$ cat src/rtl/req_fifo_reader_if.sv
// req_fifo_reader_if: FIFO-pop and request handshake bundle between the FIFO, reader and cache controller.
// Ports: fifo_buf_out, fifo_buf_empty (FIFO to reader), fifo_rd_en (reader to FIFO),
//        req_valid, req_op, req_idx (reader to controller), req_ready (controller to reader).
interface req_fifo_reader_if #(parameter int DATA_W = 4);
  logic [DATA_W-1:0] fifo_buf_out;
  logic fifo_buf_empty;
  logic fifo_rd_en;
  logic req_valid;
  logic req_op;
  logic [DATA_W-2:0] req_idx;
  logic req_ready;
  modport master(
    input fifo_buf_out, fifo_buf_empty, req_ready,
    output fifo_rd_en, req_valid, req_op, req_idx
  );
  modport slave(
    output fifo_buf_out, fifo_buf_empty, req_ready,
    input fifo_rd_en, req_valid, req_op, req_idx
  );
endinterface

$ cat src/rtl/req_fifo_reader.sv
// req_fifo_reader: pops request FIFO entries, decodes them into op/index and issues them over valid/ready.
// Ports: clk, rst (async, active-high); en (allow new pops), flush (pop and drop entries);
//        bus (req_fifo_reader_if.master: FIFO read side and request handshake);
//        busy (state != IDLE), issued_cnt (accepted requests), err_timeout (sticky handshake timeout).
module req_fifo_reader #(
  parameter int DATA_W = 4,
  parameter int CNT_W = 16,
  parameter int TIMEOUT = 255
) (
  input logic clk,
  input logic rst,
  input logic en,
  input logic flush,
  req_fifo_reader_if.master bus,
  output logic busy,
  output logic [CNT_W-1:0] issued_cnt,
  output logic err_timeout
);
  localparam int WAIT_W = TIMEOUT > 0 ? $clog2(TIMEOUT + 1) : 1;
  localparam logic [WAIT_W-1:0] WAIT_MAX = WAIT_W'(TIMEOUT);
  typedef enum logic [1:0] {IDLE, POP, LATCH, ISSUE} state_t;
  state_t state, state_n;
  logic rd_en, rd_en_n;
  logic valid, valid_n;
  logic op, op_n;
  logic [DATA_W-2:0] idx, idx_n;
  logic [CNT_W-1:0] cnt_n;
  logic err_n;
  logic [WAIT_W-1:0] wait_cnt, wait_n;
  always_comb begin
    state_n = state;
    rd_en_n = 1'b0;
    valid_n = valid;
    op_n = op;
    idx_n = idx;
    cnt_n = issued_cnt;
    err_n = err_timeout;
    wait_n = wait_cnt;
    case (state)
      IDLE: if (!bus.fifo_buf_empty && (en || flush)) begin
        state_n = POP;
        rd_en_n = 1'b1;
      end
      POP: state_n = LATCH;
      LATCH: if (flush) state_n = IDLE;
      else begin
        state_n = ISSUE;
        op_n = bus.fifo_buf_out[DATA_W-1];
        idx_n = bus.fifo_buf_out[DATA_W-2:0];
        valid_n = 1'b1;
        wait_n = '0;
      end
      ISSUE: if (bus.req_ready) begin
        state_n = IDLE;
        valid_n = 1'b0;
        cnt_n = issued_cnt + 1'b1;
      end else if (flush) begin
        state_n = IDLE;
        valid_n = 1'b0;
      end else if (TIMEOUT != 0 && wait_cnt != WAIT_MAX) begin
        // the counter parks at TIMEOUT; err sets on the stall that reaches it
        wait_n = wait_cnt + 1'b1;
        err_n = err_timeout | (wait_n == WAIT_MAX);
      end
    endcase
  end
  always_ff @(posedge clk or posedge rst) begin
    if (rst) begin
      state <= IDLE;
      rd_en <= 1'b0;
      valid <= 1'b0;
      op <= 1'b0;
      idx <= '0;
      busy <= 1'b0;
      issued_cnt <= '0;
      err_timeout <= 1'b0;
      wait_cnt <= '0;
    end else begin
      state <= state_n;
      rd_en <= rd_en_n;
      valid <= valid_n;
      op <= op_n;
      idx <= idx_n;
      busy <= state_n != IDLE;
      issued_cnt <= cnt_n;
      err_timeout <= err_n;
      wait_cnt <= wait_n;
    end
  end
  assign bus.fifo_rd_en = rd_en;
  assign bus.req_valid = valid;
  assign bus.req_op = op;
  assign bus.req_idx = idx;
endmodule

$ cat src/flat_wrapper.sv
// flat-port wrapper written by rule: the top's interface ports become plain ports
module req_fifo_reader_flat 
#(
  parameter int DATA_W = 4,
  parameter int CNT_W = 16,
  parameter int TIMEOUT = 255
)
  (clk, rst, en, flush, busy, issued_cnt, err_timeout, bus_fifo_buf_out, bus_fifo_buf_empty, bus_req_ready, bus_fifo_rd_en, bus_req_valid, bus_req_op, bus_req_idx);
  req_fifo_reader_if #(.DATA_W(DATA_W)) bus_i ();
  input logic clk;
  input logic rst;
  input logic en;
  input logic flush;
  output logic busy;
  output logic [CNT_W-1:0] issued_cnt;
  output logic err_timeout;
  input wire logic [$bits(bus_i.fifo_buf_out)-1:0] bus_fifo_buf_out;
  input wire logic [$bits(bus_i.fifo_buf_empty)-1:0] bus_fifo_buf_empty;
  input wire logic [$bits(bus_i.req_ready)-1:0] bus_req_ready;
  output wire logic [$bits(bus_i.fifo_rd_en)-1:0] bus_fifo_rd_en;
  output wire logic [$bits(bus_i.req_valid)-1:0] bus_req_valid;
  output wire logic [$bits(bus_i.req_op)-1:0] bus_req_op;
  output wire logic [$bits(bus_i.req_idx)-1:0] bus_req_idx;
  assign bus_i.fifo_buf_out = bus_fifo_buf_out;
  assign bus_i.fifo_buf_empty = bus_fifo_buf_empty;
  assign bus_i.req_ready = bus_req_ready;
  assign bus_fifo_rd_en = bus_i.fifo_rd_en;
  assign bus_req_valid = bus_i.req_valid;
  assign bus_req_op = bus_i.req_op;
  assign bus_req_idx = bus_i.req_idx;
  req_fifo_reader #(.DATA_W(DATA_W), .CNT_W(CNT_W), .TIMEOUT(TIMEOUT)) u_core (.clk(clk), .rst(rst), .en(en), .flush(flush), .bus(bus_i), .busy(busy), .issued_cnt(issued_cnt), .err_timeout(err_timeout));
endmodule
$ cat config.mk
export PLATFORM = sky130hd
export DESIGN_NAME = req_fifo_reader_flat
export DESIGN_NICKNAME = d
export VERILOG_FILES = /design/src/rtl/req_fifo_reader_if.sv /design/src/rtl/req_fifo_reader.sv /design/src/flat_wrapper.sv
export SDC_FILE = /design/constraint.sdc
export NUM_CORES = 1
export LEC_CHECK = 0
export ABC_AREA = 1
export CORE_MARGIN = 3
export CORE_UTILIZATION = 50
export DETAILED_ROUTE_END_ITERATION = 7
export DONT_BUFFER_PORTS = 1
export PLACE_DENSITY_LB_ADDON = 0.08
export SETUP_SLACK_MARGIN = 0.05
export SYNTH_ARGS = -nofsm -noshare
export SYNTH_HDL_FRONTEND = slang
export SYNTH_SLANG_ARGS = --single-unit
$ cat constraint.sdc
create_clock -name clk -period 1.4 [get_ports clk]
set_clock_uncertainty 0.05 [all_clocks]
set_input_delay 0.28 -clock clk [delete_from_list [all_inputs] [get_ports clk]]
set_output_delay 0.28 -clock clk [all_outputs]
set_load 0.02 [all_outputs]
# Word level (Yosys, flattened, before mapping)

Index checks and enable logic that the tools add are counted.

Reductions and logical operators: 11
Mux-type cells: 16
Add/sub/neg operators: 2
Bitwise operators: 3
$lt $le $gt $ge: 0
Div/mod/pow operators: 0
Equal/unequal tests: 10
Multiply operators: 0
Shift operators: 0

Operators by type and width:

| operator                                                              | count |
|---|---|
| 8-bit 2-to-1 mux                                                      | 4 |
| 16-bit by 1-bit adder with 16-bit output, second input constant       | 1 |
| 8-bit one-hot mux with 2 select lines                                 | 1 |
| 8-bit by 1-bit adder with 8-bit output, second input constant         | 1 |
| 8-bit equality test, second input constant                            | 1 |
| 2-bit 2-to-1 mux                                                      | 4 |
| 8-bit != test, second input constant                                  | 1 |
| 2-bit one-hot mux with 4 select lines                                 | 1 |
| 2-bit != test, second input constant                                  | 3 |
| 1-bit 2-to-1 mux                                                      | 5 |
| 5-bit AND reduction                                                   | 1 |
| 2-bit equality test, second input constant                            | 2 |
| 2-bit AND reduction                                                   | 2 |
| 4-bit AND reduction                                                   | 1 |
| 2-bit nonzero test                                                    | 2 |
| 3-bit != test, second input constant                                  | 1 |
| 3-bit AND reduction                                                   | 1 |
| 2-bit by 1-bit equality test with 1-bit output, second input constant | 1 |
| 2-bit logical NOT                                                     | 1 |
| 2-bit by 1-bit != test with 1-bit output, second input constant       | 1 |
| 1-bit inverter                                                        | 2 |
| 1-bit one-hot mux with 2 select lines                                 | 1 |
| 1-bit logical AND                                                     | 1 |
| 1-bit logical NOT                                                     | 1 |
| other kinds (2)                                                       | 2 |

Bits in writable memories: 0
Latch bits: 0
Output and inout bits: 24
Logic and storage cells: 51
Memories: 0
Flip-flop bits (word level): 34
Input port bits: 10
ROM bits: 0

# Depth between registers and ports, before layout

Gate-level depths: netlist of run 1.

Word-level depth: 5
Mapped depth: 9
Gate-level depth less buffers: 9

# Least setup slack after synthesis of run 1

OpenSTA, ideal clock, no wires.

Kind: reg2reg
From: reg u_core.issued_cnt[0]
To: reg u_core.issued_cnt[14]
Stages on the path, launching flop included: 9
Data required time: 1.233 ns
Clock period less this slack: 1.480 ns
Path slack: -0.080 ns
Path buffers: 0
Arrival: 1.313 ns
Library setup time: 0.117 ns
Cell sequence: dfrtp_1 -> ha_1 -> nand2_1 -> nor2_1 -> nand3b_2 -> nor2_4 -> nand3_1 -> nand2_1 -> nand2_1

Word-level cells in the longest chain between the ends: 1

Ends and longest elaborated chain:

| element                                  | line                  | RTL |
|---|---|---|
| from (decl)                              | req_fifo_reader.sv:16 | `output logic [CNT_W-1:0] issued_cnt,` |
| from (signal assigned)                   | req_fifo_reader.sv:85 | `issued_cnt <= cnt_n;` |
| 16-bit by 1-bit adder with 16-bit output | req_fifo_reader.sv:56 | `cnt_n = issued_cnt + 1'b1;` |

No other way between the ends.
A chain may end at the register's enable or synchronous reset.

# Final worst setup path of run 1

From: reg u_core.wait_cnt[0]
To: reg u_core.wait_cnt[4]

Word-level cells in the longest chain between the ends: 5
Elaborated cells on any way between the ends: 8
Those cells by class: add/sub: 1; eq/ne: 2; mux: 4; reduce/logical: 1

Ends and longest elaborated chain:

| element                                | line                  | RTL |
|---|---|---|
| from (decl)                            | req_fifo_reader.sv:29 | `logic [WAIT_W-1:0] wait_cnt, wait_n;` |
| from (signal assigned)                 | req_fifo_reader.sv:87 | `wait_cnt <= wait_n;` |
| 8-bit by 1-bit adder with 8-bit output | req_fifo_reader.sv:62 | `wait_n = wait_cnt + 1'b1;` |
| 8-bit 2-to-1 mux                       | req_fifo_reader.sv:60 | `end else if (TIMEOUT != 0 && wait_cnt != WAIT_MAX) begin` |
| 8-bit 2-to-1 mux                       | req_fifo_reader.sv:57 | `end else if (flush) begin` |
| 8-bit 2-to-1 mux                       | req_fifo_reader.sv:53 | `ISSUE: if (bus.req_ready) begin` |
| 8-bit one-hot mux with 2 select lines  | req_fifo_reader.sv:39 | `case (state)` |

Parallel ways exist; a longest one is shown, timed or not. The select of a mux whose other input is x is not followed.

==> results of run 1 <==
## state kept, by name, summed over array words and instances, names as in the netlist
| signal | cells |
|---|---|
| u_core.issued_cnt | 16 |
| u_core.wait_cnt | 8 |
| u_core.bus.req_idx | 3 |
| u_core.state | 2 |
| u_core.bus.fifo_rd_en | 1 |
| u_core.bus.req_op | 1 |
| u_core.bus.req_valid | 1 |
| u_core.busy | 1 |
| u_core.err_timeout | 1 |
## cell type report
class	instances	area, um^2	area share (%)
flip-flops and latches	34	857	36.5
clock buffers	7	55.1	2.34
repair buffers	37	299	12.7
clock inverters	1	5.00	0.213
inverters	34	128	5.43
well taps	44	55.1	2.34
multi-input cells	136	950	40.4
## power by group through the flow
stage / combinational (mW) / sequential [mW] / clock, mW
floorplan: 0.454 / 1.55 / 0
global placement: 0.746 / 1.50 / 0
detailed placement: 0.784 / 1.51 / 0
CTS: 0.843 / 1.48 / 0.589
global route: 1.04 / 1.52 / 0.643
finish: 0.935 / 1.50 / 0.566
## cells in the final DEF (no fill, tap or decap), types with 2 or more instances in the layout
cell type                       instances
sky130_fd_sc_hd__o21ai_0                2
sky130_fd_sc_hd__inv_1                 31
sky130_fd_sc_hd__inv_2                  3
sky130_fd_sc_hd__nor2_4                 7
sky130_fd_sc_hd__nand2_1               50
sky130_fd_sc_hd__nand2_4                3
sky130_fd_sc_hd__clkbuf_4               5
sky130_fd_sc_hd__o21ai_1                4
sky130_fd_sc_hd__mux2_2                 4
sky130_fd_sc_hd__nand2_2                8
sky130_fd_sc_hd__xor2_1                 5
sky130_fd_sc_hd__nand3_4                2
sky130_fd_sc_hd__buf_4                 33
sky130_fd_sc_hd__nand3_2                5
sky130_fd_sc_hd__nor2_1                 9
sky130_fd_sc_hd__dfrtp_2                5
sky130_fd_sc_hd__nor2_2                 2
sky130_fd_sc_hd__dlygate4sd3_1          2
sky130_fd_sc_hd__nand3_1                6
sky130_fd_sc_hd__xnor2_2                4
sky130_fd_sc_hd__xnor2_1                2
sky130_fd_sc_hd__nand4_1                4
sky130_fd_sc_hd__dfrtp_1               29
sky130_fd_sc_hd__o21ai_2                3
## cells in the mapped netlist, drive strengths merged
master,instances,area [um^2]
a21o,1,7.51
a21oi,2,10.0
dfrtp,34,851
ha,3,37.5
inv,34,128
mux2,4,45.0
nand2,61,244
nand3,13,82.6
nand3b,1,11.3
nand4,4,25.0
nor2,19,118
nor3,2,10.0
nor4,1,6.26
o21a,1,7.51
o21ai,10,65.1
o21bai,1,7.51
or2,2,12.5
xnor2,6,52.6
xor2,5,43.8
## path summary, 6_finish.rpt
check	startpoint	to	slack, ns	cells after the start
min in group asynchronous	rst	u_core.wait_cnt[5]$_DFFE_PP0P_	0.35	2
worst max-delay path	u_core.wait_cnt[0]$_DFFE_PP0P_	u_core.wait_cnt[4]$_DFFE_PP0P_	-0.01	7
max in group asynchronous	rst	u_core.state[1]$_DFF_PP0_	0.44	3
worst min register to register	u_core.state[1]$_DFF_PP0_	u_core.bus.fifo_rd_en$_DFF_PP0_	0.48	1
worst min-delay path	bus_fifo_buf_out[3]	u_core.bus.req_op$_DFFE_PP0P_	0.05	1
worst max register to register	u_core.wait_cnt[0]$_DFFE_PP0P_	u_core.wait_cnt[4]$_DFFE_PP0P_	-0.01	7
## metal layers
| metal | GRT usage, % | vias up | wire length, um |
|---|---|---|---|
| li1 | - | 717 | - |
| met1 | 20.3 | 690 | 1510 |
| met5 | 0 | - | 0 |
| met3 | 5.47 | 8 | 138 |
| met2 | 37.2 | 32 | 2230 |
| met4 | 6.74 | 0 | 50 |
## worst reg2reg max path, stage by stage, from the launching register on
cell,delay [ns]
sky130_fd_sc_hd__dfrtp_1,0.37
sky130_fd_sc_hd__ha_2,0.21
sky130_fd_sc_hd__nand2_4,0.07
sky130_fd_sc_hd__nor2_4,0.12
sky130_fd_sc_hd__nand3_4,0.10
sky130_fd_sc_hd__o21ai_4,0.25
sky130_fd_sc_hd__nand2_1,0.09
sky130_fd_sc_hd__o21ai_1,0.08
## repair_timing
item	4_1_cts	5_1_grt
gates resized for setup	5	31
hold buffers	2	0
setup endpoints to repair	12	23
pin swaps	11	14
hold endpoints to repair	9	0
cloned	0	0
setup buffers	5	8
## kinds of logic (layout without fill, tap and decap cells)
| logic type | Yosys count | count (layout) |
|---|---|---|
| AO/OA/AOI/OAI | 15 | 15 |
| flip-flops | 34 | 34 |
| AND/OR/NAND/NOR | 103 | 103 |
| buffers and inverters | 34 | 79 |
| adder cells (fa/ha/maj) | 3 | 3 |
| XOR/XNOR | 11 | 11 |
| multiplexers | 4 | 4 |
==> results.md, run 1 <==
- Die span in y: 65.4 um
- Diode count: 0
- Hold Vio Cnt, Final: 0
- Detailed-router iteration count before antenna repair: 4
- Die area: 4280 um^2
- Sequential group share of total power: 49.9%
- RSZ-0062 raised after global routing: true
- Reported leakage power: 1.22 nW
- Total count of max-transition violations in the final report: 0
- Placeable core area: 3200 um^2
- Row Count: 20
- Overall power after layout: 3.00 mW
- Finished Cell Area: 2350 um^2
- Ratio of total power to cell area: 1280 nW/um^2
- Fraction of layout instances using a drive strength above 1: 39.0%
- Worst Path Arrival: 1.62 ns
- Post-Syn Nets: 217
- Sum of negative setup slack: -0.0155 ns
- Max-Slew Margin vs Limit: 70.2%
- Run status: finished, violations left
- Largest net degree at the start of global routing: 17
- Number of nets in the finished design: 261
- Synth Cell Area: 1760 um^2
- Worst slack, placed: -0.0621 ns
- Largest fanout on the critical path: 8
- Violated checks: setup timing
- Number of max-capacitance violations reported: 0
- TritonCTS clock tree: done
- Ratio of routed vias to standard cells: 4.94
- Path class of the lowest-slack min-delay path: input pin to flop
- Portion of total power attributed to the clock network: 18.9%
- Placed cell area: 2040 um^2
- Internal: 1.87 mW
- Combinational power share: 31.2%
- Simple-gate share of the synthesized area: 28.9%
- Detailed-route wire length: 3930 um
- Clock transition at path regs: 0.10 ns
- Share of synthesized cell area in full adder, half adder and majority cells: 2.13%
- Net Switching: 1.13 mW
- Maximum number of buffers from clock root to sink: 2
- Critical path buffer and inverter count: 0
- Count of H-tree levels built during CTS: 2
- Crit Path Category: flop to flop
- Placed Cells incl. Taps: 270
- Worst Slack Setup Final: -0.0134 ns
- Number of fill cells: 240
- Number of synthesized register bits: 34
- Aggregate global-route resource usage: 19.6%
- Post-detailed-placement half-perimeter wirelength: 2650 um
- Startpoint Class: flop
- Starting density of the core: 55.1%
- First DRT Iteration DRCs: 70
- Cells after synthesis: 204
- Hold slack final: 0.0467 ns
- Area Overhead vs Synth: 33.1%
- Num ports: 34
- Number of vias after detailed routing: 1,447
- Actual transition at the worst max-transition pin: 0.446 ns
- Sw Share: 37.8%
- Critical-path cell list: ha_2, nand2_4, nor2_4, nand3_4, o21ai_4, nand2_1, o21ai_1
- Antenna Violating Nets Remaining: 0
- Share of the cycle needed by the critical path after routing: 101%
- Horizontal die dimension: 65.4 um
- Kind of cell adding the most delay to the critical path: simple AND/OR/NAND/NOR gates
- Cell variety after synth: 30
- Slowest stage delay, CP: 0.37 ns
- Seq/Total Area, Yosys: 48.2%
- Vias in the first global route: 1,494
- Total congestion overflow: 0
- Last weighted congestion value of the routability-driven placer: 0.863
- Final standard cell utilization of the core: 73.3%
- TritonCTS Sinks: 34
- WL/cell: 13.4 um
- Crit path time final: 1.41 ns
- CP required: 1.60 ns
- Maximum VDD drop: 1.32 mV
- Top achievable clock speed: 707 MHz
- Non-filler cells in the finished layout: 293
- Critical Path Sink Type: flop
- Portion of netlist area occupied by mux cells: 2.55%
- Quantity of I/O buffers inserted on ports: 0
- Remaining design rule violation count: 0
- Compound-cell area share of the yosys netlist: 5.53%
- Critical-path top delay cell: sky130_fd_sc_hd__dfrtp_1
- Latest clock arrival within the worst-skew pair: 0.33 ns
- Synthesized-area fraction occupied by xor and xnor cells: 5.46%
- Wire length of the first global-routing pass: 6440 um
- Initial antenna violation count: 0
- Root buffer cell: sky130_fd_sc_hd__clkbuf_4
- YS warnings: 0
- Largest family of logic cells by synthesized area: simple AND/OR/NAND/NOR gates
- Average instance area after synthesis: 8.65 um^2
- Inserted Clock Buffers: 5
- Final setup vio count: 3
No activity file was read; power rests on OpenSTA's default activity.
==> run 2, diff against run 1 <==
--- a/config.mk
+++ b/config.mk
@@ -11,7 +11,9 @@
 export DETAILED_ROUTE_END_ITERATION = 7
 export DONT_BUFFER_PORTS = 1
 export PLACE_DENSITY_LB_ADDON = 0.08
+export RECOVER_POWER = 100
 export SETUP_SLACK_MARGIN = 0.05
+export SKIP_CTS_REPAIR_TIMING = 1
 export SYNTH_ARGS = -nofsm -noshare
 export SYNTH_HDL_FRONTEND = slang
 export SYNTH_SLANG_ARGS = --single-unit
==> run 2 against run 1 <==
Net effect:
- the flow still finishes with violations (setup timing)
- hold slack barely moved
- sequential power about the same
- cell count shrank 1.0%
- via count fell by 2.8%
- die area unchanged
==> results.md, run 2 (synthesis gave the netlist of run 1 again) <==
- Routed metal-1 wirelength: 1510 um (unchanged)
- Worst Slack Setup Final: -0.0568 ns (-0.0433 ns)
- Slowest stage delay, CP: 0.39 ns (+0.02 ns)
- Share of the cycle needed by the critical path after routing: 104% (+3.1 points)
- Actual transition at the worst max-transition pin: 0.523 ns (+0.0763 ns)
- Hold slack final: 0.0463 ns (-0.000361 ns)
- Commonest non-fill, non-tap cells in the layout: 54 x sky130_fd_sc_hd__nand2_1, 33 x sky130_fd_sc_hd__inv_1, 30 x sky130_fd_sc_hd__dfrtp_1
- RSZ-0062 raised after global routing: true
- Largest register FFs: 16 (unchanged)
- Crit Path Category: flop to flop
- Ratio of routed vias to standard cells: 4.85 (-1.8%)
- TritonCTS clock tree: done
- Worst Path Arrival: 1.66 ns (+0.04 ns)
- Largest net degree at the start of global routing: 17 (unchanged)
- Most flops, register: u_core.issued_cnt
- Number of max-capacitance violations reported: 0 (unchanged)
- Clock transition at path regs: 0.10 ns (about the same)
- Final standard cell utilization of the core: 68.5% (-4.8 points)
- Number of nets in the finished design: 258 (-1.1%)
- Aggregate global-route resource usage: 18.8% (-0.80 points)
- Hold Vio Cnt, Final: 0 (unchanged)
- Diode count: 0 (unchanged)
- Ratio of total power to cell area: 1310 nW/um^2 (+2.4%)
- Count of H-tree levels built during CTS: 2 (unchanged)
- Post-detailed-placement half-perimeter wirelength: 2650 um (unchanged)
- Detailed-router iteration count before antenna repair: 4 (unchanged)
- Placed Cells incl. Taps: 270 (unchanged)
- Fraction of layout instances using a drive strength above 1: 31.3% (-7.7 points)
- Root buffer cell: sky130_fd_sc_hd__clkbuf_4
- Final setup vio count: 9 (+6)
- Max-Slew Margin vs Limit: 65.1% (-5.1 points)
- Critical Path Sink Type: flop
- Initial antenna violation count: 0 (unchanged)
- Path class of the lowest-slack min-delay path: input pin to flop
- Largest fanout on the critical path: 8 (unchanged)
- Uppermost signal routing layer after detailed routing: met4
- Crit path time final: 1.46 ns (+0.0433 ns)
- Startpoint Class: flop
- Area Overhead vs Synth: 24.4%
- Die area: 4280 um^2 (unchanged)
- Quantity of I/O buffers inserted on ports: 0 (unchanged)
- Maximum VDD drop: 1.21 mV (-8.1%)
- Violated checks: setup timing
- Vias in the first global route: 1,421 (-4.9%)
- Finished Cell Area: 2190 um^2 (-6.6%)
- Remaining design rule violation count: 0 (unchanged)
- Reported leakage power: 1.12 nW (-7.6%)
- Placeable core area: 3200 um^2 (unchanged)
- Starting density of the core: 55.1% (unchanged)
- Horizontal die dimension: 65.4 um (unchanged)
- Die span in y: 65.4 um (unchanged)
- Num ports: 34 (unchanged)
- Latest clock arrival within the worst-skew pair: 0.33 ns (about the same)
- Last weighted congestion value of the routability-driven placer: 0.863 (unchanged)
- CP required: 1.61 ns (about the same)
- Total count of max-transition violations in the final report: 0 (unchanged)
- Maximum number of buffers from clock root to sink: 2 (unchanged)
- First DRT Iteration DRCs: 48 (-31%)
- Most frequent standard cell in the layout excluding fill and tap cells: sky130_fd_sc_hd__nand2_1
- Number of fill cells: 276 (+15%)
- WL/cell: 12.7 um (-5.1%)
- Total congestion overflow: 0 (unchanged)
- Wire length of the first global-routing pass: 6160 um (-4.3%)
- Row Count: 20 (unchanged)
- Amount of wire on met2 after detailed routing: 2010 um (-10%)
- TritonCTS Sinks: 34 (unchanged)
- Placed cell area: 2040 um^2 (unchanged)
- Critical-path top delay cell: sky130_fd_sc_hd__dfrtp_1
- Top achievable clock speed: 686 MHz (-3.0%)
- Run status: finished, violations left
- Met3 WL post-DR: 134 um (-2.9%)
- Antenna Violating Nets Remaining: 0 (unchanged)
- Number of vias after detailed routing: 1,406 (-2.8%)
- Detailed-route wire length: 3690 um (-6.0%)
- Inserted Clock Buffers: 5 (unchanged)
- Critical-path cell list: ha_2, nand2_4, nor2_4, nand3_4, o21ai_4, nand2_1, o21ai_1
- Non-filler cells in the finished layout: 290 (-1.0%)
run 2: metrics by stage:
| step | total power [mW] | worst slack [ns] | TNS, ns |
|---|---|---|---|
| 2_1_floorplan | 2.01 | 0.0444 | 0 |
| 6_report | 2.87 | -0.0568 | -0.264 |
| 5_1_grt | 3.07 | -0.166 | -1.48 |
| 4_1_cts | 2.87 | -0.0824 | -0.426 |
| 3_3_place_gp | 2.24 | 0.0305 | 0 |
| 3_5_place_dp | 2.30 | -0.0621 | -0.229 |
run 2: report_power, final:
| part | internal [mW] | total [mW] | switching, mW |
|---|---|---|---|
| combinational | 0.360 | 0.816 | 0.456 |
| clock | 0.243 | 0.568 | 0.324 |
| sequential | 1.19 | 1.48 | 0.293 |
| total | 1.79 | 2.87 | 1.07 |
run 2: worst paths after layout:
path / startpoint / to / slack [ns] / cells after the start
worst max-delay path: u_core.wait_cnt[0]$_DFFE_PP0P_ / u_core.wait_cnt[4]$_DFFE_PP0P_ / -0.06 / 7
worst min-delay path: bus_fifo_buf_out[3] / u_core.bus.req_op$_DFFE_PP0P_ / 0.05 / 1
worst max register to register: u_core.wait_cnt[0]$_DFFE_PP0P_ / u_core.wait_cnt[4]$_DFFE_PP0P_ / -0.06 / 7
worst min register to register: u_core.issued_cnt[5]$_DFFE_PP0P_ / u_core.issued_cnt[5]$_DFFE_PP0P_ / 0.46 / 1
max in group asynchronous: rst / u_core.state[0]$_DFF_PP0_ / 0.18 / 3
min in group asynchronous: rst / u_core.bus.req_valid$_DFFE_PP0P_ / 0.31 / 2
run 2: layout make-up:
type                            count  area [um^2]  area share, %
Clock buffer                        7         55.1           2.51
Clock inverter                      1         5.00          0.228
Inverter                           34          128           5.82
Multi-Input combinational cell    136          882           40.2
Sequential cell                    34          856           39.0
Tap cell                           44         55.1           2.51
Timing Repair Buffer               34          214           9.75
run 2: worst max-delay path, delay by kind of cell (launching register included):
kind | cells | cell delay, ns
AOI/OAI and AO/OA | 2 | 0.36
adders and majority gates | 1 | 0.22
DFF | 1 | 0.39
and+or+nand+nor | 4 | 0.37
run 2: metal layers:
layer  GRT usage (%)  vias up
li1                -      718
met1            20.0      653
met2            35.1       29
met3            5.30        6
met4            6.22        0
met5               0        -
==> run 3, diff against run 2 <==
--- a/config.mk
+++ b/config.mk
@@ -12,7 +12,6 @@
 export DONT_BUFFER_PORTS = 1
 export PLACE_DENSITY_LB_ADDON = 0.08
 export RECOVER_POWER = 100
-export SETUP_SLACK_MARGIN = 0.05
 export SKIP_CTS_REPAIR_TIMING = 1
 export SYNTH_ARGS = -nofsm -noshare
 export SYNTH_HDL_FRONTEND = slang
==> run 3 against run 2 <==
Net effect:
- the flow still finishes with violations (setup timing)
- sequential cell count did not move
- sequential power is essentially flat
- count of clock-buffer cells in the layout grew 1
- power is 12% higher
- die area unchanged
- sequential share of layout area down 2.0 points
- design area grew 5.2%
- critical path depth unchanged
- combinational power is 25% higher
- cell count rose by 0.34%
- largest cell class unchanged
- largest power group unchanged
- highest routed layer unchanged
==> results.md, run 3 (synthesis gave the netlist of run 1 again) <==
- Run status: finished, violations left
- Violated checks: setup timing
- Crit Path Category: flop to flop
- Critical-path cell list: clkbuf_1, nand2_8, nor2_8, nand3_4, nor2_4, nand2_1, xor2_1
- Clock transition at path regs: 0.11 ns (about the same)
- Worst Path Arrival: 1.68 ns (+0.02 ns)
- Total count of max-transition violations in the final report: 0 (unchanged)
- RSZ-0062 raised after global routing: true
- Count of H-tree levels built during CTS: 2 (unchanged)
- Critical path buffer and inverter count: 1 (+1)
- Hold Path End: u_core.bus.req_idx[2]$_DFFE_PP0P_
- Detailed-router iteration count before antenna repair: 4 (unchanged)
- Worst Slack Setup Final: -0.0919 ns (-0.0351 ns)
- Latest clock arrival within the worst-skew pair: 0.33 ns (about the same)
- Startpoint Class: flop
- Maximum number of buffers from clock root to sink: 2 (unchanged)
- Non-filler cells in the finished layout: 291 (+0.34%)
- Overall power after layout: 3.22 mW (+12%)
- Largest net degree at the start of global routing: 35 (+18)
- WL/cell: 13.1 um (+2.6%)
- Reported leakage power: 1.18 nW (+5.4%)
- Max-Slew Margin vs Limit: 45.9% (-19 points)
- Quantity of I/O buffers inserted on ports: 0 (unchanged)
- Number of vias after detailed routing: 1,447 (+2.9%)
- Hold slack final: 0.0444 ns (-0.00192 ns)
- Post-detailed-placement half-perimeter wirelength: 2590 um (-2.4%)
- FF-to-FF Start: u_core.state[1]$_DFF_PP0_
- Worst-case register-to-register setup slack: -0.09 ns (-0.04 ns)
- Starting density of the core: 55.1% (unchanged)
- Vias in the first global route: 1,493 (+5.1%)
- Most frequent standard cell in the layout excluding fill and tap cells: sky130_fd_sc_hd__nand2_1
- TritonCTS clock tree: done
- Worst slack, placed: -0.0875 ns (-0.0255 ns)
- Depth of the worst register-to-register path: 7 (unchanged)
- Top achievable clock speed: 670 MHz (-2.4%)
- Antenna Violating Nets Remaining: 0 (unchanged)
- Maximum VDD drop: 1.26 mV (+3.5%)
- Ratio of total power to cell area: 1390 nW/um^2 (+6.5%)
- CP required: 1.59 ns (-0.02 ns)
- Remaining design rule violation count: 0 (unchanged)
- Largest fanout on the critical path: 6 (-2)
- Area Overhead vs Synth: 30.9%
- Fraction of layout instances using a drive strength above 1: 31.2% (-0.13 points)
- Placeable core area: 3200 um^2 (unchanged)
- Aggregate global-route resource usage: 19.5% (+0.69 points)
- Wire length of the first global-routing pass: 6400 um (+3.9%)
- Hold Vio Cnt, Final: 0 (unchanged)
- Largest register FFs: 16 (unchanged)
- Placed cell area: 2000 um^2 (-2.0%)
- Critical-path top delay cell: sky130_fd_sc_hd__dfrtp_1
- Root buffer cell: sky130_fd_sc_hd__clkbuf_4
- Most flops, register: u_core.issued_cnt
- Combinational power share: 31.7% (+3.2 points)
- First DRT Iteration DRCs: 60 (+25%)
- Slowest stage delay, CP: 0.38 ns (about the same)
- Detailed-route wire length: 3800 um (+2.9%)
- Internal: 2.01 mW (+12%)
- Commonest non-fill, non-tap cells in the layout: 55 x sky130_fd_sc_hd__nand2_1, 33 x sky130_fd_sc_hd__inv_1, 31 x sky130_fd_sc_hd__dfrtp_1
- Number of fill cells: 258 (-6.5%)
- Row Count: 20 (unchanged)
- Sw Share: 37.6% (+0.14 points)
- Actual transition at the worst max-transition pin: 0.811 ns (+0.288 ns)
- Diode count: 0 (unchanged)
- RR Endpoint: u_core.issued_cnt[11]$_DFFE_PP0P_
- Critical Path Sink Type: flop
- Final standard cell utilization of the core: 72.1% (+3.6 points)
- TritonCTS Sinks: 34 (unchanged)
- Number of max-capacitance violations reported: 0 (unchanged)
- Sum of negative setup slack: -0.864 ns (-0.600 ns)
- Total congestion overflow: 0 (unchanged)
- Footprint of the flip-flops and latches: 855 um^2 (-0.15%)
- Path class of the lowest-slack min-delay path: input pin to flop
- Multi-input logic area: 922 um^2 (+4.5%)
- Finished Cell Area: 2310 um^2 (+5.2%)
- Number of cells on the worst hold path: 1 (unchanged)
- Die area: 4280 um^2 (unchanged)
- Final setup vio count: 20 (+11)
- Portion of total power attributed to the clock network: 21.3% (+1.5 points)
- Kind of cell adding the most delay to the critical path: simple AND/OR/NAND/NOR gates
- Inserted Clock Buffers: 5 (unchanged)
- Hold Crit Start: bus_fifo_buf_out[2]
- Crit path time final: 1.49 ns (+0.0351 ns)
- Number of nets in the finished design: 259 (+0.39%)
- Die span in y: 65.4 um (unchanged)
- Ratio of routed vias to standard cells: 4.97 (+2.6%)
- Horizontal die dimension: 65.4 um (unchanged)
- Placed Cells incl. Taps: 271 (+0.37%)
- Sequential group share of total power: 47.0% (-4.7 points)
- Net Switching: 1.21 mW (+13%)
- Last weighted congestion value of the routability-driven placer: 0.759 (-12%)
- Num ports: 34 (unchanged)
- Initial antenna violation count: 0 (unchanged)
- Share of the cycle needed by the critical path after routing: 107% (+2.5 points)
-- run 3: cell types whose count changed in the layout (fill, tap and decap cells not counted), sizes merged --
cell and delta:
clkbuf -14, buf +16, clkinv -1
-- run 3: power by group through the flow --
stage	Sequential (mW)	Combinational, mW	Clock (mW)
CTS	1.47	0.762	0.696
global route	1.54	1.12	0.735
global placement	1.48	0.714	0
detailed placement	1.49	0.760	0
finish	1.51	1.02	0.685
floorplan	1.54	0.429	0
-- run 3: routing by layer --
metal	vias up	share of wire, %	track usage (%)
li1	716	-	-
met1	680	44	24.1
met2	46	49	31.4
met3	5	6.2	5.13
met4	0	1.3	9.59
met5	-	0	0
-- run 3: how the worst max path moves through the flow --
stage,from,to,cells after the start
after floorplan,u_core.wait_cnt[1]$_DFFE_PP0P_,u_core.wait_cnt[0]$_DFFE_PP0P_,7
after global routing,u_core.state[1]$_DFF_PP0_,u_core.issued_cnt[11]$_DFFE_PP0P_,7
final,u_core.state[1]$_DFF_PP0_,u_core.issued_cnt[11]$_DFFE_PP0P_,7
after detailed placement,u_core.wait_cnt[0]$_DFFE_PP0P_,u_core.wait_cnt[1]$_DFFE_PP0P_,6
after global placement,u_core.wait_cnt[0]$_DFFE_PP0P_,u_core.wait_cnt[7]$_DFFE_PP0P_,7
after CTS,u_core.wait_cnt[0]$_DFFE_PP0P_,u_core.wait_cnt[1]$_DFFE_PP0P_,6
-- run 3: area by class of cell --
class	instances	area share, %
repair buffers	35	11.6
multi-input cells	136	39.9
inverters	34	5.63
well taps	44	2.38
clock buffers	8	3.41
flip-flops and latches	34	37.0
